### src/rtl/stopwatch_pkg.sv
// Shared encodings and BCD digit limits for the MM:SS stopwatch controller.
package stopwatch_pkg;

    typedef enum logic [1:0] {
        IDLE  = 2'd0,
        RUN   = 2'd1,
        PAUSE = 2'd2
    } sw_state_e;

    localparam int BCD_W = 4;
    localparam logic [BCD_W-1:0] UNITS_MAX = 4'd9;
    localparam logic [BCD_W-1:0] SEC10_MAX = 4'd5;
    localparam logic [BCD_W-1:0] MIN10_MAX = 4'd5;

endpackage

### src/rtl/stopwatch_ctrl_rise_detect.sv
// Rising-edge detector for a Clk-synchronous level; an input already high when
// reset releases is absorbed into the history instead of reporting an edge.
module rise_detect (
    input  logic Clk,
    input  logic Rst,
    input  logic In,
    output logic Rise
);

    logic hist_q;
    logic armed_q;

    always_ff @(posedge Clk) begin
        if (!Rst) begin
            hist_q  <= 1'b0;
            armed_q <= 1'b0;
        end else begin
            hist_q  <= In;
            armed_q <= 1'b1;
        end
    end

    // armed_q masks the first sample after reset so a held level is not an edge
    assign Rise = In & ~hist_q & armed_q;

endmodule

### src/rtl/stopwatch_ctrl.sv
// MM:SS BCD stopwatch: ClkDivIn rises (prescaled) advance the count while running;
// StartStop toggles run/pause, Clear returns to IDLE at 00:00.
module stopwatch_ctrl
    import stopwatch_pkg::*;
#(
    parameter int TICKS_PER_INC = 1
) (
    input  logic             Clk,
    input  logic             Rst,
    input  logic             ClkDivIn,
    input  logic             StartStop,
    input  logic             Clear,
    output logic [BCD_W-1:0] Sec1,
    output logic [BCD_W-1:0] Sec10,
    output logic [BCD_W-1:0] Min1,
    output logic [BCD_W-1:0] Min10,
    output logic             Running,
    output logic             Wrap
);

    localparam logic [7:0] TICKS_LIM = 8'(TICKS_PER_INC);

    sw_state_e        state_q, state_n;
    logic             running_q;
    logic             wrap_q;
    logic [7:0]       presc_q;
    logic [BCD_W-1:0] sec1_q, sec10_q, min1_q, min10_q;
    logic             div_rise, ss_rise, clr_rise;
    logic             tick_en, inc, at_max;

    rise_detect u_div_rise (.Clk(Clk), .Rst(Rst), .In(ClkDivIn),  .Rise(div_rise));
    rise_detect u_ss_rise  (.Clk(Clk), .Rst(Rst), .In(StartStop), .Rise(ss_rise));
    rise_detect u_clr_rise (.Clk(Clk), .Rst(Rst), .In(Clear),     .Rise(clr_rise));

    always_ff @(posedge Clk) begin
        if (!Rst) begin
            state_q   <= IDLE;
            running_q <= 1'b0;
        end else begin
            state_q   <= state_n;
            running_q <= (state_n == RUN);
        end
    end

    always_comb begin
        state_n = state_q;
        if (clr_rise) begin
            state_n = IDLE;
        end else if (ss_rise) begin
            case (state_q)
                IDLE:    state_n = RUN;
                RUN:     state_n = PAUSE;
                PAUSE:   state_n = RUN;
                default: state_n = IDLE;
            endcase
        end
    end

    always_comb begin
        Running = running_q;
        Wrap    = wrap_q;
        Sec1    = sec1_q;
        Sec10   = sec10_q;
        Min1    = min1_q;
        Min10   = min10_q;
    end

    // Clear and StartStop both outrank a count tick at the same edge
    assign tick_en = div_rise & (state_q == RUN) & ~clr_rise & ~ss_rise;
    assign inc     = tick_en & ((presc_q + 8'd1) == TICKS_LIM);
    assign at_max  = (sec1_q == UNITS_MAX) & (sec10_q == SEC10_MAX) &
                     (min1_q == UNITS_MAX) & (min10_q == MIN10_MAX);

    always_ff @(posedge Clk) begin
        if (!Rst || clr_rise) begin
            presc_q <= 8'd0;
            sec1_q  <= '0;
            sec10_q <= '0;
            min1_q  <= '0;
            min10_q <= '0;
            wrap_q  <= 1'b0;
        end else begin
            wrap_q <= inc & at_max;
            if (tick_en) begin
                presc_q <= inc ? 8'd0 : presc_q + 8'd1;
            end
            if (inc) begin
                if (sec1_q != UNITS_MAX) begin
                    sec1_q <= sec1_q + 4'd1;
                end else begin
                    sec1_q <= '0;
                    if (sec10_q != SEC10_MAX) begin
                        sec10_q <= sec10_q + 4'd1;
                    end else begin
                        sec10_q <= '0;
                        if (min1_q != UNITS_MAX) begin
                            min1_q <= min1_q + 4'd1;
                        end else begin
                            min1_q <= '0;
                            min10_q <= (min10_q != MIN10_MAX) ? min10_q + 4'd1 : '0;
                        end
                    end
                end
            end
        end
    end

endmodule

### config.mk
export PLATFORM = sky130hd
export DESIGN_NAME = stopwatch_ctrl
export DESIGN_NICKNAME = d
export VERILOG_FILES = /design/src/rtl/stopwatch_pkg.sv /design/src/rtl/stopwatch_ctrl_rise_detect.sv /design/src/rtl/stopwatch_ctrl.sv
export SDC_FILE = /design/constraint.sdc
export NUM_CORES = 1
export LEC_CHECK = 0
export ABC_AREA = 1
export CORE_MARGIN = 5
export CORE_UTILIZATION = 58
export DETAILED_ROUTE_END_ITERATION = 16
export PLACE_DENSITY = 0.83
export RECOVER_POWER = 100
export SLEW_MARGIN = 10
export SYNTH_ARGS = -nofsm -noshare
export SYNTH_HDL_FRONTEND = slang
export SYNTH_SLANG_ARGS = --single-unit
### constraint.sdc
create_clock -name Clk -period 3.6 [get_ports Clk]
set_input_delay 1.08 -clock Clk [delete_from_list [all_inputs] [get_ports Clk]]
set_output_delay 1.08 -clock Clk [all_outputs]
set_load 0.05 [all_outputs]
### After elaboration in Yosys (flattened, before gate mapping)

Index checks and enable logic that the tools add are counted.

| cells by class | value |
|---|---|
| add/subtract/negate cells | 5 |
| equal/unequal tests | 12 |
| mux-type cells | 9 |
| bitwise gates (word level) | 22 |
| reduce and logical (&&, ||, !) cells | 7 |

Operators by type and width:

| operator | number |
|---|---|
| adder 4 x 1 -> 4 bit (second input constant) | 4 |
| two-way mux 4 bit | 4 |
| bitwise AND 1 bit | 14 |
| adder 8 x 1 -> 8 bit (second input constant) | 1 |
| equality test 4 x 3 -> 1 bit (second input constant) | 2 |
| equality test 4 bit (second input constant) | 2 |
| equality test 8 x 1 -> 1 bit (second input constant) | 1 |
| two-way mux 8 bit | 1 |
| != test 4 x 3 -> 1 bit (second input constant) | 2 |
| != test 4 bit (second input constant) | 2 |
| NOT 1 bit | 8 |
| equality test 2 x 1 -> 1 bit (second input constant) | 2 |
| two-way mux 2 bit | 2 |
| case mux 2 bit (2 select lines) | 1 |
| AND reduction 4 bit | 1 |
| AND reduction 3 bit | 1 |
| equality test 2 bit (second input constant) | 1 |
| zero test 2 bit | 1 |
| AND reduction 2 bit | 1 |
| OR reduction 2 bit | 1 |
| zero test 1 bit | 1 |
| logical OR 1 bit | 1 |
| two-way mux 1 bit | 1 |

| word-level totals | value |
|---|---|
| register bits after elaboration | 32 |
| input port bits | 5 |
| output and inout bits | 18 |
| logic and storage cells | 67 |

### Depth between registers and ports, before layout

Gate-level depths: netlist of the first run.

| logic depth | value |
|---|---|
| depth after elaboration | 8 |
| gate-level depth with buffers | 13 |
| depth with buffers taken out | 13 |

### Modules after synthesis

Synthesis of the first run repeated with hierarchy kept, for this count alone.

| unflattened totals | value |
|---|---|
| cell total of the unflattened synthesis | 264 |
| area total of the unflattened synthesis | 1,788.0 µm² |

By module, submodules not included:

| module | instances | cells each | area each (µm²) | sequential area each (µm²) |
|---|---|---|---|---|
| stopwatch_ctrl | 1 | 246 | 1,615.3 | 560.5 |
| rise_detect | 3 | 6 | 57.6 | 40.0 |

### Worst setup path before layout of the first run

No wires, ideal clock.

| timing path | value |
|---|---|
| path kind | input -> register |
| start point | input Clear |
| end point | register min10_q[1], in the netlist Min10[1] |
| setup time | 115 ps |
| arrival | 2,087 ps |
| required time | 3,485 ps |
| path slack | 1,398 ps |
| cell stages on the path | 10 |
| buffers on the path | 0 |
| cell sequence | nand2_1 nor2_1 nor2_1 nand2_2 a21oi_4 nand2_8 nor2_8 nand2_2 nand3_2 nand2_1 |

| between the ends | value |
|---|---|
| cells in the longest elaborated chain, start to end | 7 |
| elaborated cells between the ends (all ways) | 8 |
| those cells by class | bitwise (6); reduce/logical (2) |

RTL lines:

| element | RTL line | RTL |
|---|---|---|
| start: declaration | stopwatch_ctrl.sv:12 | `input logic Clear,` |
| bitwise AND 1 bit (*) (2 in a row) | stopwatch_ctrl_rise_detect.sv:24 | `assign Rise = In & ~hist_q & armed_q;` |
| NOT 1 bit | stopwatch_ctrl.sv:69 | `assign tick_en = div_rise & (state_q == RUN) & ~clr_rise & ~ss_rise;` |
| bitwise AND 1 bit (2 in a row) | stopwatch_ctrl.sv:69 |  |
| bitwise AND 1 bit | stopwatch_ctrl.sv:70 | `assign inc = tick_en & ((presc_q + 8'd1) == TICKS_LIM);` |
| AND reduction 4 bit (no line) | n/a |  |
| end signal: assignment | stopwatch_ctrl.sv:100 | `min10_q <= (min10_q != MIN10_MAX) ? min10_q + 4'd1 : '0;` |
| end: declaration | stopwatch_ctrl.sv:27 | `logic [BCD_W-1:0] sec1_q, sec10_q, min1_q, min10_q;` |

Mark *: on every way between the ends. The rest lies on a longest branch, timed or not.
A chain may end at the register's enable or synchronous reset.

### Worst setup path in the final report of the first run

| timing path | value |
|---|---|
| start point | input StartStop |
| end point | register sec10_q[1], in the netlist Sec10[1] |

| between the ends | value |
|---|---|
| cells in the longest elaborated chain, start to end | 6 |

RTL lines:

| element | RTL line | RTL |
|---|---|---|
| start: declaration | stopwatch_ctrl.sv:11 | `input logic StartStop,` |
| bitwise AND 1 bit (2 in a row) | stopwatch_ctrl_rise_detect.sv:24 |  |
| NOT 1 bit | stopwatch_ctrl.sv:69 |  |
| bitwise AND 1 bit | stopwatch_ctrl.sv:69 |  |
| bitwise AND 1 bit | stopwatch_ctrl.sv:70 |  |
| AND reduction 2 bit (no line) | n/a |  |
| end signal: assignment | stopwatch_ctrl.sv:93 | `sec10_q <= sec10_q + 4'd1;` |
| end: declaration | stopwatch_ctrl.sv:27 |  |

No other way between the ends.

==> results of run 1 <==
[routing by layer]
layer	up-vias	global-route usage	part of all wire
met5	-	0	0
met4	0	0.0829	0.022
met3	9	0.0537	0.045
met2	34	0.323	0.47
met1	725	0.222	0.46
li1	858	-	-
[how the worst max path moves through the flow]
| stage | from | endpoint | slack (ns) | depth (start not counted) |
|---|---|---|---|---|
| final | StartStop | Sec10[1] | 0.60 | 11 |
| after floorplan | Clear | Min10[1] | 1.40 | 10 |
| after global placement | Clear | Min10[1] | 0.83 | 11 |
| after detailed placement | StartStop | Sec10[1] | 0.81 | 11 |
| after global routing | StartStop | Sec10[1] | 0.46 | 11 |
| after CTS | Sec1[3] | Sec1[3] | 0.93 | 1 |
[stage by stage]
| step | util | hold WS, ns |
|---|---|---|
| after floorplan | - | 0.433 |
| after global placement | 0.676 | 0.462 |
| after detailed placement | 0.676 | 0.454 |
| after CTS | 0.695 | 0.487 |
| after global routing | 0.682 | 0.506 |
| final | 0.682 | 0.492 |
[state kept, by name, indices dropped and copies added, names as in the netlist]
| signal | cells |
|---|---|
| Min1 | 4 |
| Min10 | 4 |
| Running | 1 |
| Sec1 | 4 |
| Sec10 | 4 |
| Wrap | 1 |
| presc_q | 8 |
| state_q | 2 |
| u_clr_rise.hist_q | 1 |
| u_div_rise.hist_q | 1 |
| u_ss_rise.armed_q | 1 |
| u_ss_rise.hist_q | 1 |
[critical path, delay by kind of cell]
| kind | cells | cell delay, ns |
|---|---|---|
| compound gates | 1 | 0.31 |
| buf+inv | 1 | 0.55 |
| simple gates | 9 | 1.29 |
[cell usage after synthesis]
cell,count,area share
inv_1,40,0.086
nor2_4,4,0.026
o21bai_2,1,0.0064
nand2_1,61,0.13
and2_1,1,0.0036
buf_2,1,0.0028
inv_2,1,0.0021
or3_1,1,0.0036
o21ai_0,10,0.029
nor3_2,1,0.0057
nand3_2,3,0.017
ha_1,2,0.014
a21oi_4,1,0.0093
a211oi_1,1,0.0043
nand2_4,2,0.013
nor2_2,3,0.011
dfxtp_1,32,0.36
buf_4,1,0.0043
nand3b_1,1,0.0043
nand3_1,14,0.040
o21ai_2,1,0.0050
nand2_8,1,0.011
nand2_2,7,0.025
clkinv_1,2,0.0043
nand4_1,12,0.043
nor2_8,2,0.023
a21oi_2,1,0.0050
a21oi_1,16,0.046
nor2_1,21,0.045
nor3_1,6,0.017
[power breakdown]
| part | switching, mW | internal (mW) |
|---|---|---|
| combinational | 0.0237 | 0.0116 |
| clock | 0.117 | 0.0963 |
| sequential | 0.00240 | 0.359 |
[logic make-up (layout without fill, tap and decap cells)]
family	after synthesis	after routing	synth area share
compound gates	31	31	0.104
fa+ha+maj	2	2	0.0143
flops	32	32	0.365
simple gates	140	140	0.418
buf+inv	45	74	0.0991
[area by class of cell]
type	count	area [um2]
tap	33	41.3
timing repair buffer	23	224
multi-input combinational	173	906
inverter	43	161
fill	261	946
sequential	32	641
clock buffer	8	58.8
==> results.ini, run 1 <==
[clock_network]
ctsHtreeMaxLevel = 2
cts_buffers = 5
cts-hold-fix-buffers = 0
postCtsSetupBuffers = 0
clock_sinks = 32
post_cts_resized = 0
root_buffer = clkbuf_4
clk_latency_ns = 0.33
clk_pin_slew_worst_paths_ns = 0.09
cts_tree = yes
cts_buffer_depth = 2

[placement]
pre_cts_ws_ns = 0.810
dpl.hpwl_um = 2730
placed_area_mm2 = 0.00201
portBuffers = 22
dp.cells = 304
place_congestion = 0.849

[timing]
drv_slew = 0
hold_viol_final = 0
fin_skew_ns = 0.00626
rsz0062_at_grt = false
tns_ns = 0
setup_viol = 0
fin_ws_ns = 0.598
timing.fmax_ghz = 0.333
worst_pin_slew_ns = 0.869
finalCriticalPeriod_ns = 3.00
finalCritPeriodShare = 0.834
slew_headroom = 0.421

[finish]
area_growth_pct = 15.8
diodes = 0
fin_area_mm2 = 0.00203
mostFrequentLayoutCell = nand2_1
layout_common_cells = nand2_1, inv_1, dfxtp_1
nets = 285
drive_above_1_share = 0.100
finalNonFillerCells = 312

[hold_path]
hold_path.startpoint = Min1[3]
hold_end = Min1[3]
min_path_cells = 2
hp-class = reg2reg

[setup_path]
critPathKind = in2reg
r2r-start = presc_q[1]
slowest_stage = dlygate4sd3_1
endpoint_kind = flip-flop
rr_worst_depth = 12
cp.required_ns = 3.83
setup.worst_path.start_class = input pin
r2r_slack_ns = 1.35
critical_path.max_fanout = 9
crit_path_max_incr_delay_ns = 0.55
cpMostUsedCell = nand2_1
cp.arrival_ns = 3.23
worst_r2r_endpoint = Sec10[1]
cp_cell_sequence = dlygate4sd3_1 > nand2_1 > nor2_1 > nor2_1 > nand2_1 > a21oi_4 > nand2_1 > nor2_1 > nand2_2 > nand3_2 > nand2_1

[die]
start_util = 0.589
rows = 20
dieArea_mm2 = 0.00423
dieWidth_um = 65.0
floorplan.core_area_mm2 = 0.00298
num_io_pins = 23
die_h_um = 65.0

[logic_synthesis]
syn_inst = 250
syn_area_per_cell_um2 = 7.02
synthesis.nets = 257
ys_warn_count = 0
yosysSeqAreaShare = 0.365
yosys_register_bits = 32
synth_area_mm2 = 0.00176
ys_types = 30

[routing]
drt_iter0_drc = 91
drtPass1Iterations = 4
routedWlPerCell_um = 11.6
ant_nets = 0
drt-total-wl_um = 3610
vias_per_cell = 5.21
drc = 0
dr_total_vias = 1626

[power]
power.total_mw = 0.610
vdd.ir_drop.worst_mv = 0.273
power_density_mw_per_mm2 = 300
leakagePower_nw = 0.855

[global_route]
antenna_found_initial = 0
grt.overflow.total = 0
grt_max_degree = 19
grt_pass1_wl_um = 6350
grt_use_total = 0.190
first_global_vias = 1534

[job]
maxCapViolCount = 0

[outcome]
status = finished, final reports clean

(Power assumes the default switching activity.)
==> inputs of run 2 (changes only) <==
--- a/config.mk
+++ b/config.mk
@@ -7,9 +7,9 @@
 export LEC_CHECK = 0
 export ABC_AREA = 1
 export CORE_MARGIN = 5
-export CORE_UTILIZATION = 58
+export CORE_UTILIZATION = 54
 export DETAILED_ROUTE_END_ITERATION = 16
-export PLACE_DENSITY = 0.83
+export PLACE_DENSITY = 0.78
 export RECOVER_POWER = 100
 export SLEW_MARGIN = 10
 export SYNTH_ARGS = -nofsm -noshare
==> constraint.sdc (replaced) <==
create_clock -name Clk -period 2.9 [get_ports Clk]
set_input_delay 0.87 -clock Clk [delete_from_list [all_inputs] [get_ports Clk]]
set_output_delay 0.87 -clock Clk [all_outputs]
set_load 0.05 [all_outputs]
==> results.ini, run 2 (same netlist as run 1, synthesis figures left out) <==
[outcome]
status = finished, final reports clean

[finish]
area_growth_pct = 18.0
drive_above_1_share = 0.115  ; +0.0143
multiInputGateArea_um2 = 928  ; +2.5%
layout_common_cells = nand2_1, inv_1, dfxtp_1
nets = 285  ; unchanged
largest_reg_flops = 8  ; unchanged
fin_area_mm2 = 0.00207  ; +2.0%
diodes = 0  ; unchanged
top_register = presc_q
ff_latch_area_um2 = 641  ; unchanged
fillers = 273  ; +4.6%
mostFrequentLayoutCell = nand2_1

[global_route]
first_global_vias = 1495  ; -2.5%
grt_pass1_wl_um = 6400  ; +0.77%
antenna_found_initial = 0  ; unchanged
grt_use_total = 0.189  ; -0.000864
grt_max_degree = 18  ; -1
grt.overflow.total = 0  ; unchanged

[placement]
dpl.hpwl_um = 2620  ; -4.1%
portBuffers = 22  ; unchanged
placed_area_mm2 = 0.00203  ; +0.68%
place_congestion = 0.881  ; +3.8%

[clock_network]
root_buffer = clkbuf_4
postCtsSetupBuffers = 0  ; unchanged
cts-hold-fix-buffers = 0  ; unchanged
cts_buffer_depth = 2  ; unchanged
clk_pin_slew_worst_paths_ns = 0.10  ; about the same
post_cts_resized = 0  ; unchanged
cts_buffers = 5  ; unchanged
ctsHtreeMaxLevel = 2  ; unchanged
cts_tree = yes
clock_sinks = 32  ; unchanged
clk_latency_ns = 0.34  ; about the same

[routing]
vias_per_cell = 5.05  ; -3.2%
drt_iter0_drc = 75  ; -18%
ant_nets = 0  ; unchanged
drtPass1Iterations = 4  ; unchanged
drc = 0  ; unchanged
drt-total-wl_um = 3500  ; -2.9%
routedWlPerCell_um = 10.8  ; -6.2%
dr_total_vias = 1630  ; +0.25%

[die]
dieWidth_um = 67.0  ; +3.1%
die_h_um = 67.0  ; +3.1%
rows = 20  ; unchanged
num_io_pins = 23  ; unchanged
start_util = 0.570  ; -0.0192
dieArea_mm2 = 0.00449  ; +6.2%
floorplan.core_area_mm2 = 0.00308  ; +3.4%

[setup_path]
setup.worst_path.start_class = input pin
cp.required_ns = 3.14  ; -0.69 ns
r2r_slack_ns = 1.00  ; -0.35 ns
critical_path.max_fanout = 9  ; unchanged
slowest_stage = dlygate4sd3_1
crit_path_max_incr_delay_ns = 0.55  ; about the same
critPathKind = in2reg
cp.buffers_inverters = 1  ; unchanged
cp.arrival_ns = 2.79  ; -0.44 ns
endpoint_kind = flip-flop
cp_cell_sequence = dlygate4sd3_1 > nand2_1 > nor2_1 > nor2_1 > nand2_1 > a21oi_2 > nand2_8 > nor2_8 > nand2_2 > nand2_1 > nor2_1
critPathTopFamily = simple AND/OR/NAND/NOR gates

[timing]
setup_viol = 0  ; unchanged
tns_ns = 0  ; unchanged
rsz0062_at_grt = false
hold_viol_final = 0  ; unchanged
worst_pin_slew_ns = 0.554  ; -0.315 ns
timing.fmax_ghz = 0.392
fin_skew_ns = 0.00909  ; +0.00283 ns
drv_slew = 0  ; unchanged
slew_headroom = 0.630  ; +0.210
hold_slack_ns = 0.480  ; -0.0118 ns
finalCritPeriodShare = 0.879
finalCriticalPeriod_ns = 2.55

[power]
vdd.ir_drop.worst_mv = 0.314  ; +15%
power_density_mw_per_mm2 = 369  ; +23%
leakagePower_nw = 0.864  ; +1.1%
power.total_mw = 0.764  ; +25%

[job]
maxCapViolCount = 0  ; unchanged

[hold_path]
hp-class = reg2reg

## run 2: power breakdown
part           leakage (nW)  switching, mW  internal (mW)  total (mW)
clock                0.0326          0.150          0.120       0.270
combinational         0.572         0.0302         0.0155      0.0457
sequential            0.259        0.00292          0.445       0.448
## run 2: worst paths after layout
path | start | endpoint | cells past startpoint
worst max register to register | presc_q[1] | Min10[0] | 12
worst min register to register | state_q[0] | state_q[0] | 1
worst min-delay path | state_q[0] | state_q[0] | 1
worst max-delay path | StartStop | Min10[0] | 11
## run 2: layout make-up
| cell class | instances | area share |
|---|---|---|
| clock buffers | 8 | 0.0284 |
| inverters | 43 | 0.0779 |
| multi-input cells | 173 | 0.448 |
| flip-flops and latches | 32 | 0.309 |
| well taps | 44 | 0.0266 |
| repair buffers | 23 | 0.110 |
## run 2: worst register-to-register path, cell delays in order, from the launching register on
cell     delay, ns
dfxtp_1       0.44
ha_1          0.25
nand3_1       0.15
nand2_1       0.11
nand2_2       0.09
nor2_4        0.11
nand2_4       0.07
nor2_8        0.18
nand2_8       0.11
nor2_8        0.13
nand2_2       0.07
nand2_1       0.06
nor2_1        0.04
## run 2: through the flow
| stage | std cells | worst slack (ns) | utilization |
|---|---|---|---|
| after floorplan | 250 | 0.908 | - |
| after global placement | 315 | 0.340 | 0.658 |
| after detailed placement | 315 | 0.311 | 0.658 |
| after CTS | 323 | 0.427 | 0.677 |
| after global routing | 323 | 0.206 | 0.673 |
| final | 323 | 0.350 | 0.673 |
## run 2: routing by layer
| metal | track usage | up-vias | wire length, um |
|---|---|---|---|
| met5 | 0 | - | 0 |
| met4 | 0.0709 | 0 | 40 |
| met3 | 0.0658 | 4 | 188 |
| met2 | 0.283 | 47 | 1550 |
| met1 | 0.248 | 726 | 1720 |
| li1 | - | 853 | - |
